<file path="src/rtl/instr_mem_loadable.sv">
// Loadable instruction memory: self-clears to NOP after reset, fills from a ready/valid stream,
// then serves a registered one-cycle fetch honouring stall and flush.
module instr_mem_loadable #(
  parameter int unsigned        DATA_W    = 32,
  parameter int unsigned        ADDR_W    = 32,
  parameter int unsigned        DEPTH     = 64,
  parameter bit                 BYTE_ADDR = 1'b1,
  parameter logic [DATA_W-1:0]  NOP_WORD  = 32'hFC00_0000,
  parameter int unsigned        IDX_W     = $clog2(DEPTH),
  parameter int unsigned        CNT_W     = IDX_W + 1
) (
  input  logic              clk_i,
  input  logic              reset_i,
  input  logic              load_req_i,
  input  logic              ld_valid_i,
  output logic              ld_ready_o,
  input  logic [DATA_W-1:0] ld_data_i,
  input  logic              ld_last_i,
  output logic [CNT_W-1:0]  ld_count_o,
  output logic              run_o,
  input  logic              fetch_en_i,
  input  logic              stall_i,
  input  logic              flush_i,
  input  logic [ADDR_W-1:0] pc_i,
  output logic [DATA_W-1:0] instr_o,
  output logic              instr_valid_o,
  output logic              addr_err_o
);

  typedef enum logic [1:0] {StClear, StLoad, StRun} state_e;

  localparam logic [IDX_W-1:0]  LastIdx  = IDX_W'(DEPTH - 1);
  localparam logic [ADDR_W-1:0] DepthPc  = ADDR_W'(DEPTH);

  state_e            state_q;
  logic [IDX_W-1:0]  ptr_q;
  logic [CNT_W-1:0]  cnt_q;
  logic [DATA_W-1:0] instr_q;
  logic              valid_q;
  logic              err_q;

  logic [DATA_W-1:0] mem_q [DEPTH];

  logic              mem_we;
  logic [DATA_W-1:0] mem_wdata;
  logic              ld_hs;
  logic [ADDR_W-1:0] fidx;
  logic              misaligned;
  logic              out_of_range;
  logic              fetch_bad;
  logic [DATA_W-1:0] rd_word;

  assign ld_ready_o    = (state_q == StLoad);
  assign run_o         = (state_q == StRun);
  assign ld_count_o    = cnt_q;
  assign instr_o       = instr_q;
  assign instr_valid_o = valid_q;
  assign addr_err_o    = err_q;

  assign ld_hs = ld_valid_i && ld_ready_o;

  always_comb begin
    mem_we    = 1'b0;
    mem_wdata = NOP_WORD;
    if (state_q == StClear) begin
      mem_we = 1'b1;
    end else if (ld_hs) begin
      mem_we    = 1'b1;
      mem_wdata = ld_data_i;
    end
  end

  // Index is compared at full pc width so high address bits never alias into the array.
  always_comb begin
    fidx       = pc_i;
    misaligned = 1'b0;
    if (BYTE_ADDR) begin
      fidx       = pc_i >> 2;
      misaligned = (pc_i[1:0] != 2'b00);
    end
  end

  assign out_of_range = (fidx >= DepthPc);
  assign fetch_bad    = out_of_range || misaligned;
  assign rd_word      = mem_q[fidx[IDX_W-1:0]];

  always_ff @(posedge clk_i) begin
    if (mem_we) begin
      mem_q[ptr_q] <= mem_wdata;
    end
  end

  always_ff @(posedge clk_i) begin
    if (reset_i) begin
      state_q <= StClear;
      ptr_q   <= '0;
      cnt_q   <= '0;
      instr_q <= NOP_WORD;
      valid_q <= 1'b0;
      err_q   <= 1'b0;
    end else begin
      unique case (state_q)
        StClear: begin
          if (ptr_q == LastIdx) begin
            state_q <= StLoad;
            ptr_q   <= '0;
          end else begin
            ptr_q <= ptr_q + IDX_W'(1);
          end
        end
        StLoad: begin
          if (ld_hs) begin
            cnt_q <= cnt_q + CNT_W'(1);
            if (ld_last_i || (ptr_q == LastIdx)) begin
              state_q <= StRun;
              ptr_q   <= '0;
            end else begin
              ptr_q <= ptr_q + IDX_W'(1);
            end
          end
        end
        StRun: begin
          if (load_req_i) begin
            state_q <= StLoad;
            ptr_q   <= '0;
            cnt_q   <= '0;
          end
        end
        default: begin
          state_q <= StClear;
          ptr_q   <= '0;
        end
      endcase

      if (flush_i) begin
        instr_q <= NOP_WORD;
        valid_q <= 1'b0;
        err_q   <= 1'b0;
      end else if (stall_i) begin
        instr_q <= instr_q;
      end else if ((state_q != StRun) || load_req_i) begin
        instr_q <= NOP_WORD;
        valid_q <= 1'b0;
        err_q   <= 1'b0;
      end else if (fetch_en_i) begin
        valid_q <= 1'b1;
        if (fetch_bad) begin
          instr_q <= NOP_WORD;
          err_q   <= 1'b1;
        end else begin
          instr_q <= rd_word;
          err_q   <= 1'b0;
        end
      end else begin
        valid_q <= 1'b0;
      end
    end
  end

endmodule

</file>
<file path="config.mk">
export PLATFORM = sky130hd
export DESIGN_NAME = instr_mem_loadable
export DESIGN_NICKNAME = d
export VERILOG_FILES = /design/src/rtl/instr_mem_loadable.sv
export SDC_FILE = /design/constraint.sdc
export NUM_CORES = 2
export LEC_CHECK = 0
export CELL_PAD_IN_SITES_DETAIL_PLACEMENT = 0
export CELL_PAD_IN_SITES_GLOBAL_PLACEMENT = 1
export CORE_AREA = 2 2 466 468
export DETAILED_ROUTE_END_ITERATION = 16
export DIE_AREA = 0 0 468 470
export HOLD_SLACK_MARGIN = 0.12
export PLACE_DENSITY = 0.61
export SETUP_SLACK_MARGIN = 0.5
export SYNTH_ARGS = -nofsm -noshare
export SYNTH_HDL_FRONTEND = slang
export SYNTH_SLANG_ARGS = --single-unit
</file>
<file path="constraint.sdc">
create_clock -name clk_i -period 4.1 [get_ports clk_i]
set_clock_uncertainty 0.05 [all_clocks]
set_input_delay 0.615 -clock clk_i [delete_from_list [all_inputs] [get_ports clk_i]]
set_output_delay 0.615 -clock clk_i [all_outputs]
set_load 0.02 [all_outputs]
</file>
## Word-level counts from Yosys, hierarchy flattened

Memories as Yosys holds them, arrays and structs flattened.
Cells that the tools add are included.

- Bits in registers: 49
- Bits in writable memories: 2048
- Output and inout port bits: 43
- Logic and storage cells: 59
- Memories: 1

- Add/sub/neg operators: 2
- Order comparisons: 1
- Equality and inequality tests: 8
- Mux-type cells: 27
- Bitwise gates (word level): 1
- Reduce and logical (&&, ||, !) cells: 13

Memory list:

| name | depth | width | rd ports | clocked after Yosys merged registers in | write ports | line | source |
|---|---|---|---|---|---|---|---|
| mem_q | 64 | 32 | 1 | 0 | 1 | 42 | `logic [DATA_W-1:0] mem_q [DEPTH];` |

Operators with widths:

| kind | number |
|---|---|
| two-way mux 32 bit | 5 |
| greater-or-equal comparator 30 x 7 -> 1 bit, second input constant | 1 |
| two-way mux 6 bit | 4 |
| one-hot mux 6 bit (3 select lines) | 1 |
| two-way mux 7 bit | 2 |
| one-hot mux 7 bit (2 select lines) | 1 |
| two-way mux 1 bit | 9 |
| two-way mux 2 bit | 4 |
| adder 7 x 1 -> 7 bit, second input constant | 1 |
| adder 6 x 1 -> 6 bit, second input constant | 1 |
| == test 6 bit, second input constant | 1 |
| != test 2 x 1 -> 1 bit, second input constant | 3 |
| one-hot mux 2 bit (3 select lines) | 1 |
| nonzero test 2 bit | 3 |
| != test 2 bit, second input constant | 2 |
| AND reduction 2 bit | 2 |
| AND reduction 4 bit | 1 |
| logical OR 1 bit | 3 |
| AND reduction 3 bit | 1 |
| == test 2 x 1 -> 1 bit, second input constant | 1 |
| == test 2 bit, second input constant | 1 |
| logical NOT 2 bit | 1 |
| OR reduction 2 bit | 1 |
| logical AND 1 bit | 1 |
| NOT 1 bit | 1 |

## Longest topological paths before layout

- Word-level depth: 6
- Depth in mapped cells: 10

## Least setup slack after synthesis

No wires, ideal clock.

- Path kind: input -> register
- Start: input ld_valid_i
- End: memory mem_q[63][0], enable pin
- Arrival: 2.655 ns
- Data required time: 3.629 ns
- Slack: 0.974 ns
- Stages on the path: 4
- Path buffers: 0
- Cells stage by stage: nor2b_1 > nor3b_1 > nand3_1 > nor2_1

- Cells in the longest elaborated chain, start to end: 5

Ends and longest elaborated chain:

| element | line | source |
|---|---|---|
| from (decl) | 15 | `input logic ld_valid_i,` |
| logical AND 1 bit | 60 | `assign ld_hs = ld_valid_i && ld_ready_o;` |
| two-way mux 1 bit | 67 | `end else if (ld_hs) begin` |
| two-way mux 1 bit | 65 | `if (state_q == StClear) begin` |
| two-way mux 1 bit | 88 | `if (mem_we) begin` |
| two-way mux 1 bit (implied by the code) | 89 | `mem_q[ptr_q] <= mem_wdata;` |
| to (decl) | 42 |  |

Every way passes these cells.

## Worst setup path in the final report

- Start: register state_q[1]
- End: output run_o

- Cells in the longest elaborated chain, start to end: 1

Ends and longest elaborated chain:

| element | line | source |
|---|---|---|
| from (decl) | 35 | `state_e state_q;` |
| from (signal assigned) | 95 | `state_q <= StClear;` |
| from (signal assigned) | 105 | `state_q <= StLoad;` |
| from (signal assigned) | 115 | `state_q <= StRun;` |
| == test 2 bit | 54 | `assign run_o = (state_q == StRun);` |
| to (decl) | 20 | `output logic run_o,` |

Every way passes these cells.

==> metrics.yaml <==
worst_setup_path:
  path_cells: "nor2b_1 > clkdlybuf4s50_1"
  worstPathRequired_ps: 3430
  critPathLaunchType: "flip-flop"
  slowest_delay_ps: 680
  cp.arrival_ps: 2450
  cp_top_family: "buffers and inverters"
  end_kind: "primary output"
  cp.buffers_inverters: 1
  path_class: "flip-flop to primary output"
  crit_fanout: 7
  slowest_stage: "clkdlybuf4s50_1"
timing:
  post-route-min-period_ps: 3110
  tns_ps: 0
  fmax_ghz: 0.321
  finalSetupViolations: 0
  tightestPinTransition_ps: 1260
  drv_slew: 0
  hold_viol: 0
  setup_ws_ps: 988
  rsz0062_at_grt: "false"
  fin_crit_sh_pct: 75.9
  relSlewSlack_pct: 15.7
cts:
  h-tree-depth: 4
  cts_buffer_depth: 3
  clk_pin_slew_worst_paths_ps: 60
  clock_latency_ps: 860
  cts_tree: "done"
  cts_setup_buffers: 0
  root_buffer: "clkbuf_16"
  cts-hold-fix-buffers: 0
  cts.repair.resized: 0
  cts.sinks: 2097
  cts_buffers: 209
place:
  dp_hpwl_mm: 126
  place_area_um2: 87700
  place.gp.congestion: 0.774
  dpl_worst_slack_ps: 584
  numPortBuffers: 114
floorplan:
  start_util_pct: 37.7
  placementRows: 171
  fp.dieW_um: 468
  io_pins: 115
  die_h_um: 470
  dieArea_um2: 220000
  core_um2: 216000
power:
  ir_drop_mv: 0.277
  p_per_area_nw_per_um2: 465
  leakage_nw: 32.5
  total_power_mw: 43.9
logic_synthesis:
  ys_warn_count: 0
  synthFlopType: "edfxtp_1"
  mappedNetlistArea_um2: 81200
  syn_avg_cell_area_um2: 21.3
  syn_inst: 3816
  synth-edff-count: 2048
  netlist_top_cells_area: "edfxtp_1, mux4_2, mux2i_1, dfxtp_1, a22oi_1"
  syn_nets: 3890
  async_flop_share_pct: 0
  yosysSeqAreaShare_pct: 76.9
  yosysTopAreaCell: "edfxtp_1"
  ys_ff_latch: 2097
  synth.distinct_cells: 70
  yosys.area.top_type_share_pct: 75.7
detailed_routing:
  drc_errors: 0
  via_count: 40000
  drt-pass1-iter-count: 7
  via_per_inst: 5.57
  drt_iter0_markers: 4400
  wl_per_cell_um: 30.2
  ant_nets: 0
  routed_wl_mm: 217
finish:
  nets: 4219
  final_area_um2: 94500
  area_delta_synth_final_pct: 16.4
  drive_gt1_share_pct: 24.7
global_routing:
  grt_pass1_vias: 40500
  antenna_found_initial: 8
  track_usage_pct: 19.6
  overflow: 0
  grt_first_pass_wirelength_mm: 306
  grt_max_degree: 69
flow_run:
  drv_cap: 0
status:
  status: "completed"
min_path:
  hp-class: "input pin to flip-flop"
[flip-flops by register name, summed over array words and instances (netlist names)]
name / count
instr_o: 32
instr_valid_o: 1
mem_q: 2048
ptr_q: 6
ld_count_o: 7
state_q: 2
addr_err_o: 1
[layout by cell type, fill, tap and decap left out, drive strengths merged, types with 12 or more instances in the layout]
| cell | instances |
|---|---|
| mux2i | 333 |
| clkinv | 82 |
| a211o | 19 |
| a22oi | 114 |
| buf | 226 |
| bufinv | 18 |
| edfxtp | 2048 |
| nand2 | 97 |
| nand3 | 24 |
| inv | 14 |
| clkbuf | 278 |
| nand4 | 35 |
| nor4 | 18 |
| nand2b | 12 |
| and2 | 29 |
| mux2 | 37 |
| a221oi | 25 |
| o22ai | 42 |
| o311a | 13 |
| mux4 | 395 |
| nor2 | 121 |
| dfxtp | 49 |
| a21oi | 38 |
| clkdlybuf4s50 | 108 |
| nor2b | 17 |
[report_power, final]
part | internal [mW] | leakage [nW] | switching [mW]
sequential | 23.3 | 21.4 | 0.0228
combinational | 0.734 | 7.80 | 0.988
clock | 10.8 | 3.29 | 8.15
total | 34.8 | 32.5 | 9.16
[synthesized netlist by cell type, drive strengths merged, types with 10 or more instances]
library cell / instances
a21oi: 38
a22oi: 114
nor3: 10
nor4: 18
o22ai: 42
mux2: 37
nor2b: 17
and2: 29
nand4: 35
a211o: 19
nand2b: 12
a221oi: 25
nand3: 24
edfxtp: 2048
mux2i: 333
clkbuf: 67
dfxtp: 49
nand2: 97
a221o: 10
o311a: 13
buf: 149
mux4: 395
nor2: 121
[logic make-up after synthesis]
group / synth area share [%]
buffers and inverters: 1.85
muxes: 15.6
and+or+nand+nor: 2.42
xor gates and xnor gates: 0.0539
DFF: 76.9
adders and majority gates: 0.0308
AOI/OAI and AO/OA: 3.14
[layout make-up]
type	instances	area (um^2)
Clock inverter	114	1180
Inverter	6	22.5
Timing Repair Buffer	334	3820
Sequential cell	2097	62500
Antenna cell	6	15.0
Tap cell	2854	3570
Clock buffer	278	5600
Fill cell	18400	121000
Multi-Input combinational cell	1497	17800
[metal layers]
layer / vias up / GRT usage [%] / wire (um)
li1: 16700 / - / -
met1: 21700 / 27.6 / 93800
met2: 1356 / 31.1 / 103000
met3: 286 / 3.62 / 13800
met4: 0 / 5.88 / 6000
met5: - / 0 / 0
[worst paths after layout]
path | start | endpoint | slack (ps) | cells past startpoint
worst max-delay path | state_q[1] | run_o | 990 | 2
worst min register to register | addr_err_o | addr_err_o | 410 | 2
worst min-delay path | stall_i | instr_valid_o | 320 | 3
worst max register to register | ptr_q[3] | mem_q[45][22] | 1170 | 4
[worst min-delay path, delay by kind of cell]
family	cells	cell delay [ps]
and+or+nand+nor	1	80
buffers and inverters	1	430
AOI/OAI and AO/OA	1	50
[stage by stage]
step	instances	utilization (%)	hold slack [ps]
after floorplan	3816	-	480
after global placement	6788	40.7	394
after detailed placement	6788	40.7	412
after CTS	7180	43.8	231
after global routing	7180	43.8	307
final	7186	43.8	317
Note: power is estimated with default switching activity, not from simulation.
